### config.mk
export PLATFORM = sky130hd
export DESIGN_NAME = nibble_serial_adder_ctrl
export DESIGN_NICKNAME = d
export VERILOG_FILES = /design/src/rtl/nibble_serial_adder_ctrl.sv
export SDC_FILE = /design/constraint.sdc
export NUM_CORES = 1
export LEC_CHECK = 0
export BUFFER_PORTS_ARGS = -buffer_cell sky130_fd_sc_hd__buf_2
export CAP_MARGIN = 5
export CORE_MARGIN = 2
export CORE_UTILIZATION = 51
export DETAILED_ROUTE_END_ITERATION = 8
export PLACE_DENSITY = 0.79
export SLEW_MARGIN = 0
export SYNTH_ARGS = -nofsm -noshare
export SYNTH_HDL_FRONTEND = slang
export SYNTH_SLANG_ARGS = --single-unit
export TNS_END_PERCENT = 10
### constraint.sdc
create_clock -name clk_i -period 2.18 [get_ports clk_i]
set_input_delay 0.218 -clock clk_i [delete_from_list [all_inputs] [get_ports clk_i]]
set_output_delay 0.218 -clock clk_i [all_outputs]
set_load 0.1 [all_outputs]
### src/rtl/nibble_serial_adder_ctrl.sv
// Serial WIDTH-bit adder sequencer driving one external 4-bit adder, LSB nibble first.
// Optional signed-overflow output enabled by defining NSA_OVF_EN.
module nibble_serial_adder_ctrl #(
  parameter int unsigned WIDTH = 16
) (
  input  logic             clk_i,
  input  logic             rst_i,
  input  logic             in_valid_i,
  output logic             in_ready_o,
  input  logic [WIDTH-1:0] a_i,
  input  logic [WIDTH-1:0] b_i,
  input  logic             cin_i,
  output logic [3:0]       fa_a_o,
  output logic [3:0]       fa_b_o,
  output logic             fa_cin_o,
  input  logic [3:0]       fa_sum_i,
  input  logic             fa_cout_i,
  output logic             out_valid_o,
  input  logic             out_ready_i,
  output logic [WIDTH-1:0] sum_o,
  output logic             cout_o
`ifdef NSA_OVF_EN
  ,
  output logic             ovf_o
`endif
);

  localparam int unsigned NIBBLES = WIDTH / 4;
  localparam int unsigned IdxW    = (NIBBLES > 1) ? $clog2(NIBBLES) : 1;
  localparam logic [IdxW-1:0] LastIdx = IdxW'(NIBBLES - 1);

  if ((WIDTH < 4) || ((WIDTH % 4) != 0)) begin : g_bad_width
    $error("nibble_serial_adder_ctrl: WIDTH must be a multiple of 4 and >= 4");
  end

  typedef enum logic [1:0] {StIdle, StRun, StDone} state_e;

  state_e           state_q, state_d;
  logic [IdxW-1:0]  idx_q, idx_d;
  logic             carry_q, carry_d;
  logic [WIDTH-1:0] a_q, a_d, b_q, b_d;
  logic [WIDTH-1:0] sum_q, sum_d;
  logic             cout_q, cout_d;
  logic             accept;
  logic             last_nib;
`ifdef NSA_OVF_EN
  logic             ovf_q, ovf_d;
`endif

  assign accept   = in_valid_i && in_ready_o;
  assign last_nib = (idx_q == LastIdx);

  always_ff @(posedge clk_i) begin
    if (rst_i) begin
      state_q <= StIdle;
      idx_q   <= '0;
      carry_q <= 1'b0;
      a_q     <= '0;
      b_q     <= '0;
      sum_q   <= '0;
      cout_q  <= 1'b0;
`ifdef NSA_OVF_EN
      ovf_q   <= 1'b0;
`endif
    end else begin
      state_q <= state_d;
      idx_q   <= idx_d;
      carry_q <= carry_d;
      a_q     <= a_d;
      b_q     <= b_d;
      sum_q   <= sum_d;
      cout_q  <= cout_d;
`ifdef NSA_OVF_EN
      ovf_q   <= ovf_d;
`endif
    end
  end

  always_comb begin
    state_d = state_q;
    unique case (state_q)
      StIdle:  if (accept) state_d = StRun;
      StRun:   if (last_nib) state_d = StDone;
      StDone:  if (out_ready_i) state_d = StIdle;
      default: state_d = StIdle;
    endcase
  end

  // Datapath next-state: capture on accept, then one nibble per RUN cycle.
  always_comb begin
    idx_d   = idx_q;
    carry_d = carry_q;
    a_d     = a_q;
    b_d     = b_q;
    sum_d   = sum_q;
    cout_d  = cout_q;
`ifdef NSA_OVF_EN
    ovf_d   = ovf_q;
`endif
    if (state_q == StIdle && accept) begin
      a_d     = a_i;
      b_d     = b_i;
      carry_d = cin_i;
      idx_d   = '0;
    end else if (state_q == StRun) begin
      sum_d[{idx_q, 2'b00} +: 4] = fa_sum_i;
      carry_d = fa_cout_i;
      idx_d   = last_nib ? '0 : idx_q + 1'b1;
      if (last_nib) begin
        cout_d = fa_cout_i;
`ifdef NSA_OVF_EN
        ovf_d  = (a_q[WIDTH-1] == b_q[WIDTH-1]) && (fa_sum_i[3] != a_q[WIDTH-1]);
`endif
      end
    end
  end

  always_comb begin
    in_ready_o  = (state_q == StIdle) && !rst_i;
    out_valid_o = (state_q == StDone);
    fa_a_o      = 4'h0;
    fa_b_o      = 4'h0;
    fa_cin_o    = 1'b0;
    if (state_q == StRun) begin
      fa_a_o   = a_q[{idx_q, 2'b00} +: 4];
      fa_b_o   = b_q[{idx_q, 2'b00} +: 4];
      fa_cin_o = carry_q;
    end
  end

  assign sum_o  = sum_q;
  assign cout_o = cout_q;
`ifdef NSA_OVF_EN
  assign ovf_o  = ovf_q;
`endif

endmodule
# Word level (Yosys, flattened, before mapping)
# Index checks and enable logic that the tools add are counted.
# word_totals
inputBits,42
elab_cells,41
output_inout_bits,28
regBits,54
# classes
n_mux,11
n_reduce_logical,10
n_bitwise,1
n_addsub,2
eq_ne,6
shift,4
# op_table
operator,count
$shiftx 16x5->4,2
$bwmux 16,1
$shift 4x6->16 const A,1
$shiftx 4x6->16,1
$mux 2,4
$mux 4,2
$neg 4->6,1
$pmux 2 s3,1
$reduce_and 3->1,2
$eq 2x2->1 const B,2
$ne 2x2->1 const B,2
$logic_and 1x1->1,3
$mux 1,3
$add 2x1->2 const B,1
$eq 2x1->1 const B,1
$logic_not 2->1,1
$ne 2x1->1 const B,1
$reduce_and 2->1,1
$reduce_bool 2->1,1
$reduce_or 2->1,1
$logic_not 1->1,1
$not 1->1,1

# Depth between registers and ports, before layout
# Gate-level depths: netlist (run 1).
# depth
depth_word,6
depth_mapped,8
mapped_depth_nobuf,5

# Worst setup path after synthesis (run 1)
# No wires, ideal clock.
# synth_timing
kind,input to output
start,input rst_i
end,output in_ready_o
path_slack_ns,-0.636
arrival_ns,2.598
path_buffers,2
stages,3
required_ns,1.962
path_cell_list,buf_2 -> buf_1 -> nor3_1
# synth_between
elab_chain_len,2
# synth_rtl
item,line,rtl
from (decl),7,"input logic rst_i,"
$logic_not 1->1,119,in_ready_o = (state_q == StIdle) && !rst_i;
$logic_and 1x1->1,119,
to (decl),9,"output logic in_ready_o,"
# Every way passes these cells.

# Worst setup path after layout (run 1)
# layout_timing
start,register idx_q[0]
end,output fa_b_o[3]
# layout_between
elab_chain_len,2
# layout_rtl
item,line,rtl
from (decl),39,"logic [IdxW-1:0] idx_q, idx_d;"
from (signal assigned),67,idx_q <= idx_d;
$shiftx 16x5->4,126,"fa_b_o = b_q[{idx_q, 2'b00} +: 4];"
$mux 4,124,if (state_q == StRun) begin
to (decl),14,"output logic [3:0] fa_b_o,"
# Every way passes these cells.

==> flow_summary.yaml, run 1 <==
cts:
  h-tree-depth: 2
  clock_latency_ns: 0.30
  cts_buffer_depth: 2
  cts_made_buffers: 5
  cts.clk_slew.worst_paths_ns: 0.09
  holdBufCountCts: 0
  tritoncts: "built"
  cts_setup_buffers: 0
  cts_root_buf: "clkbuf_8"
  cts_resized: 0
  cts_sinks: 54
grt:
  grtUsageTotal: 0.213
  globalRouteOverflowTotal: 0
  grt_max_degree: 33
  grt_first_pass_wirelength_um: 8870
  grt_pass1_vias: 1933
  antenna_found_initial: 0
detailed_routing:
  dr.pass1.iters: 5
  post_drt_wl_per_cell_um: 13.7
  drc: 0
  via_per_inst: 5.30
  drt_wl_total_um: 5180
  vias: 2009
  drt_iter0_markers: 127
  drtAntennaViolNets: 0
power_and_ir_drop:
  p_comb_frac: 0.149
  vdd_drop_max_v: 0.000487
  power.density_nw_per_um2: 721
  p_sw_mw: 0.544
  clock_power_share: 0.371
  internal_power_mw: 1.63
  leakagePower_nw: 1.23
  switching_share: 0.250
  pwr-share-seq: 0.480
floorplanning:
  ioPinCount: 70
  initial_core_util: 0.542
  die_w_um: 72.7
  die_h_um: 72.7
  rows: 24
  die_area_um2: 5290
  coreArea_um2: 4440
layout:
  antennaDiodeCount: 0
  finalNetCount: 374
  drive_gt1_frac: 0.309
  areaGrowthSynthToFinish_pct: 25.4
  fillers: 371
  fin_area_um2: 3020
sta:
  tightestPinTransition_ns: 0.497
  period_needed_ns: 2.08
  period_share: 0.955
  rsz0062_at_grt: "false"
  slew_viol_final: 0
  fin_tns_setup_ns: 0
  final-setup-viol-count: 0
  fmax_ghz: 0.480
  hold_viol: 0
  fin_worst_skew_ns: 0.00951
  relSlewSlack: 0.671
synthesis:
  synthCells: 262
  avgSynthCellArea_um2: 9.19
  syn-cell-area_um2: 2410
  synth-seq-cells: 54
  synth-seq-area-share: 0.449
  ys_async_sr_fraction: 0
  synthFlopType: "dfxtp_1"
  synth_fp_nets: 310
  synth_warnings: 0
  synth.distinct_cells: 30
  synth_edf_count: 0
placed_design:
  postPlaceCellArea_um2: 2880
  gp_congestion: 0.786
  numPortBuffers: 69
  dpl.hpwl_um: 3760
setup_path:
  cp_max_fo: 11
  crit_type: "flop to primary output"
  worst_ep_required_time_ns: 1.96
  cp.arrival_ns: 1.86
  cp-end-kind: "primary output"
  cp-start-kind: "flop"
flow_run:
  maxCapViolations: 0
min_path:
  hold_path.class: "primary input to flop"
run_status:
  status: "finished, final reports clean"
## synthesized netlist by cell type, drive strengths merged (3+ instances only)
cell / count / area, um^2
dfxtp: 54 / 1080
clkbuf: 7 / 26.3
a21oi: 44 / 220
nand2: 70 / 263
mux4: 8 / 180
nand2b: 5 / 31.3
and2: 9 / 56.3
ha: 6 / 75.1
a22o: 8 / 70.1
nor3: 4 / 20.0
nand3: 5 / 25.0
nor2: 4 / 30.0
mux2i: 4 / 40.0
nand4: 5 / 31.3
inv: 3 / 11.3
buf: 14 / 124
## power by group through the flow
stage	logic (mW)	registers (mW)	clock network, mW
global route	0.353	1.05	0.860
detailed placement	0.323	1.07	0
finish	0.325	1.04	0.808
CTS	0.325	1.04	0.824
global placement	0.318	1.07	0
floorplan	0.207	1.09	0
## cell type report
cell class              instances  area [um^2]  area share
clock buffers                   6         82.6      0.0274
clock inverters                 2         60.1      0.0199
inverters                       3         11.3     0.00373
multi-input cells             184         1170       0.387
flip-flops and latches         54         1080       0.358
well taps                      52         65.1      0.0215
repair buffers                 78          548       0.182
## sequential cells by signal, summed over array words and instances, names as in the netlist
name / flops
state_q: 2
a_q: 16
cout_o: 1
idx_q: 2
carry_q: 1
sum_o: 16
b_q: 16
## layout by cell type (no fill, tap or decap), types with 6 or more instances in the layout
master     n
buf_2     60
dfxtp_1   53
ha_1       6
a21oi_1   44
mux4_2     8
and2_1     9
a22o_1     8
nand2_1   70
clkbuf_8   6
buf_4      9
buf_12     9
## through the flow
step,hold slack [ns],power (mW),worst slack [ns],util,cells
2_1_floorplan,0.326,1.30,0.219,-,262
3_3_place_gp,0.412,1.38,0.419,0.647,371
3_5_place_dp,0.420,1.39,0.402,0.647,371
4_1_cts,0.104,2.19,0.0610,0.679,379
5_1_grt,0.130,2.26,0.00499,0.679,379
6_report,0.109,2.18,0.0978,0.679,379
## critical path, stage by stage (launching register included)
cell and delay (ns):
dfxtp_1 0.44, buf_4 0.24, mux4_2 0.51, and2_1 0.20
buf_12 0.17
## cell families after synthesis
logic type | after synthesis | share of synthesized area
muxes | 12 | 0.0915
adders and majority gates | 6 | 0.0312
buffers and inverters | 24 | 0.0670
DFF | 54 | 0.449
AOI/OAI and AO/OA | 53 | 0.124
and+or+nand+nor | 113 | 0.238
## metal layers
| layer | vias to the layer above | global-route usage | wire length (um) |
|---|---|---|---|
| li1 | 1020 | - | - |
| met1 | 929 | 0.276 | 2260 |
| met2 | 58 | 0.354 | 2600 |
| met3 | 2 | 0.0608 | 302 |
| met4 | 0 | 0.0494 | 25 |
| met5 | - | 0 | 0 |
## final timing paths
check,startpoint,endpoint,slack [ns],cells past startpoint
max,idx_q[0],fa_b_o[3],0.1,4
min,cin_i,carry_q,0.11,3
min reg2reg,sum_o[13],sum_o[13],0.45,2
max reg2reg,idx_q[0],sum_o[6],0.37,5
Power figures use the tool's default switching activity.
==> inputs of run 2 (changes only) <==
Clock period 2.18 ns to 2.1 ns, I/O delays scaled along.
==> flow_summary.yaml, run 2 (synthesis gave the netlist of run 1 again) <==
layout:
  areaGrowthSynthToFinish_pct: 23.5
  fin_area_um2: 2970
  final_cell_mix: "nand2_1 (70), buf_2 (60), dfxtp_1 (54)"
  finalNetCount: 375
  drive_gt1_frac: 0.305
  finalNonFillerCells: 380
  layout_commonest_cell: "nand2_1"
  antennaDiodeCount: 0
sta:
  fin_worst_skew_ns: 0.00567
  period_needed_ns: 1.96
  final-setup-viol-count: 0
  relSlewSlack: 0.668
  rsz0062_at_grt: "false"
  hold_viol: 0
  worst_hold_slack_ns: 0.115
  period_share: 0.934
  slew_viol_final: 0
  fin_tns_setup_ns: 0
  fmax_ghz: 0.510
  tightestPinTransition_ns: 0.501
floorplanning:
  die_h_um: 72.7
  rows: 24
  initial_core_util: 0.542
  ioPinCount: 70
  coreArea_um2: 4440
  die_w_um: 72.7
  die_area_um2: 5290
setup_path:
  cp.arrival_ns: 1.75
  cp-start-kind: "flop"
  rr_startpoint: "idx_q[0]"
  cp_max_fo: 12
  r2r_setup_slack_ns: 0.42
  worstReg2RegEnd: "sum_o[7]"
  rr_worst_depth: 5
  cp-end-kind: "primary output"
  crit_type: "flop to primary output"
  worst_ep_required_time_ns: 1.89
cts:
  holdBufCountCts: 0
  cts.clk_slew.worst_paths_ns: 0.09
  cts_resized: 0
  cts_setup_buffers: 0
  tritoncts: "built"
  cts_made_buffers: 5
  cts_sinks: 54
  h-tree-depth: 2
  clock_latency_ns: 0.30
  cts_buffer_depth: 2
  cts_root_buf: "clkbuf_8"
power_and_ir_drop:
  power.density_nw_per_um2: 672
  vdd_drop_max_v: 0.000441
  leakagePower_nw: 1.22
  p_total_mw: 2.00
placed_design:
  postPlaceCellArea_um2: 2880
  numPlacedInstances: 372
  gp_congestion: 0.780
  numPortBuffers: 69
  dpl.hpwl_um: 3720
grt:
  grt_max_degree: 33
  grtUsageTotal: 0.203
  antenna_found_initial: 0
  grt_pass1_vias: 1898
  globalRouteOverflowTotal: 0
  grt_first_pass_wirelength_um: 8490
detailed_routing:
  drt_wl_total_um: 5130
  vias: 2013
  post_drt_wl_per_cell_um: 13.5
  drtAntennaViolNets: 0
  drt_iter0_markers: 110
  drc: 0
  dr.pass1.iters: 4
  via_per_inst: 5.30
run_status:
  status: "finished, final reports clean"
min_path:
  holdPathStages: 3
  holdPathEnd: "carry_q"
  hold_path.class: "primary input to flop"
  hp-start: "cin_i"
flow_run:
  maxCapViolations: 0
-- run 2: changes by cell type in the layout (fill, tap and decap cells not counted) --
cell,before,now
dfxtp_2,1,0
buf_4,9,10
clkbuf_1,0,1
bufinv_16,2,0
clkinv_2,0,1
dfxtp_1,53,54
-- run 2: stage by stage --
stage	util	setup slack, ns
floorplan	-	0.144
global placement	0.649	0.486
detailed placement	0.649	0.462
CTS	0.669	0.139
global route	0.669	0.0359
finish	0.669	0.138
-- run 2: how the worst max path moves through the flow --
stage          startpoint   endpoint  depth (start not counted)
3_3_place_gp     idx_q[0]  fa_a_o[1]                          4
6_report       state_q[0]   fa_cin_o                          4
3_5_place_dp     idx_q[0]   sum_o[7]                          5
5_1_grt        state_q[0]  fa_a_o[3]                          4
4_1_cts          idx_q[0]  fa_a_o[2]                          4
2_1_floorplan    idx_q[1]  sum_o[10]                          6
-- run 2: per-layer routing --
layer	vias to the layer above	global-route usage	wire length (um)
li1	1022	-	-
met1	922	0.270	2240
met2	62	0.332	2500
met3	7	0.0401	325
met4	0	0.0658	60
met5	-	0	0
-- run 2: layout make-up --
cell class | instances | area, um^2
well taps | 52 | 65.1
inverters | 3 | 11.3
multi-input cells | 184 | 1170
clock buffers | 7 | 86.3
clock inverters | 1 | 5.00
repair buffers | 79 | 556
fillers | 368 | 1470
flip-flops and latches | 54 | 1080
-- run 2: critical path, stage by stage, from the launching register on --
cell and delay [ns]:
dfxtp_1 0.61, nor2b_1 0.23, buf_4 0.21, and2_1 0.21, buf_12 0.19
-- run 2: report_power, final --
group / internal [mW] / switching [mW]
registers: 1.06 / 0.0220
logic: 0.128 / 0.211
clock network: 0.266 / 0.310
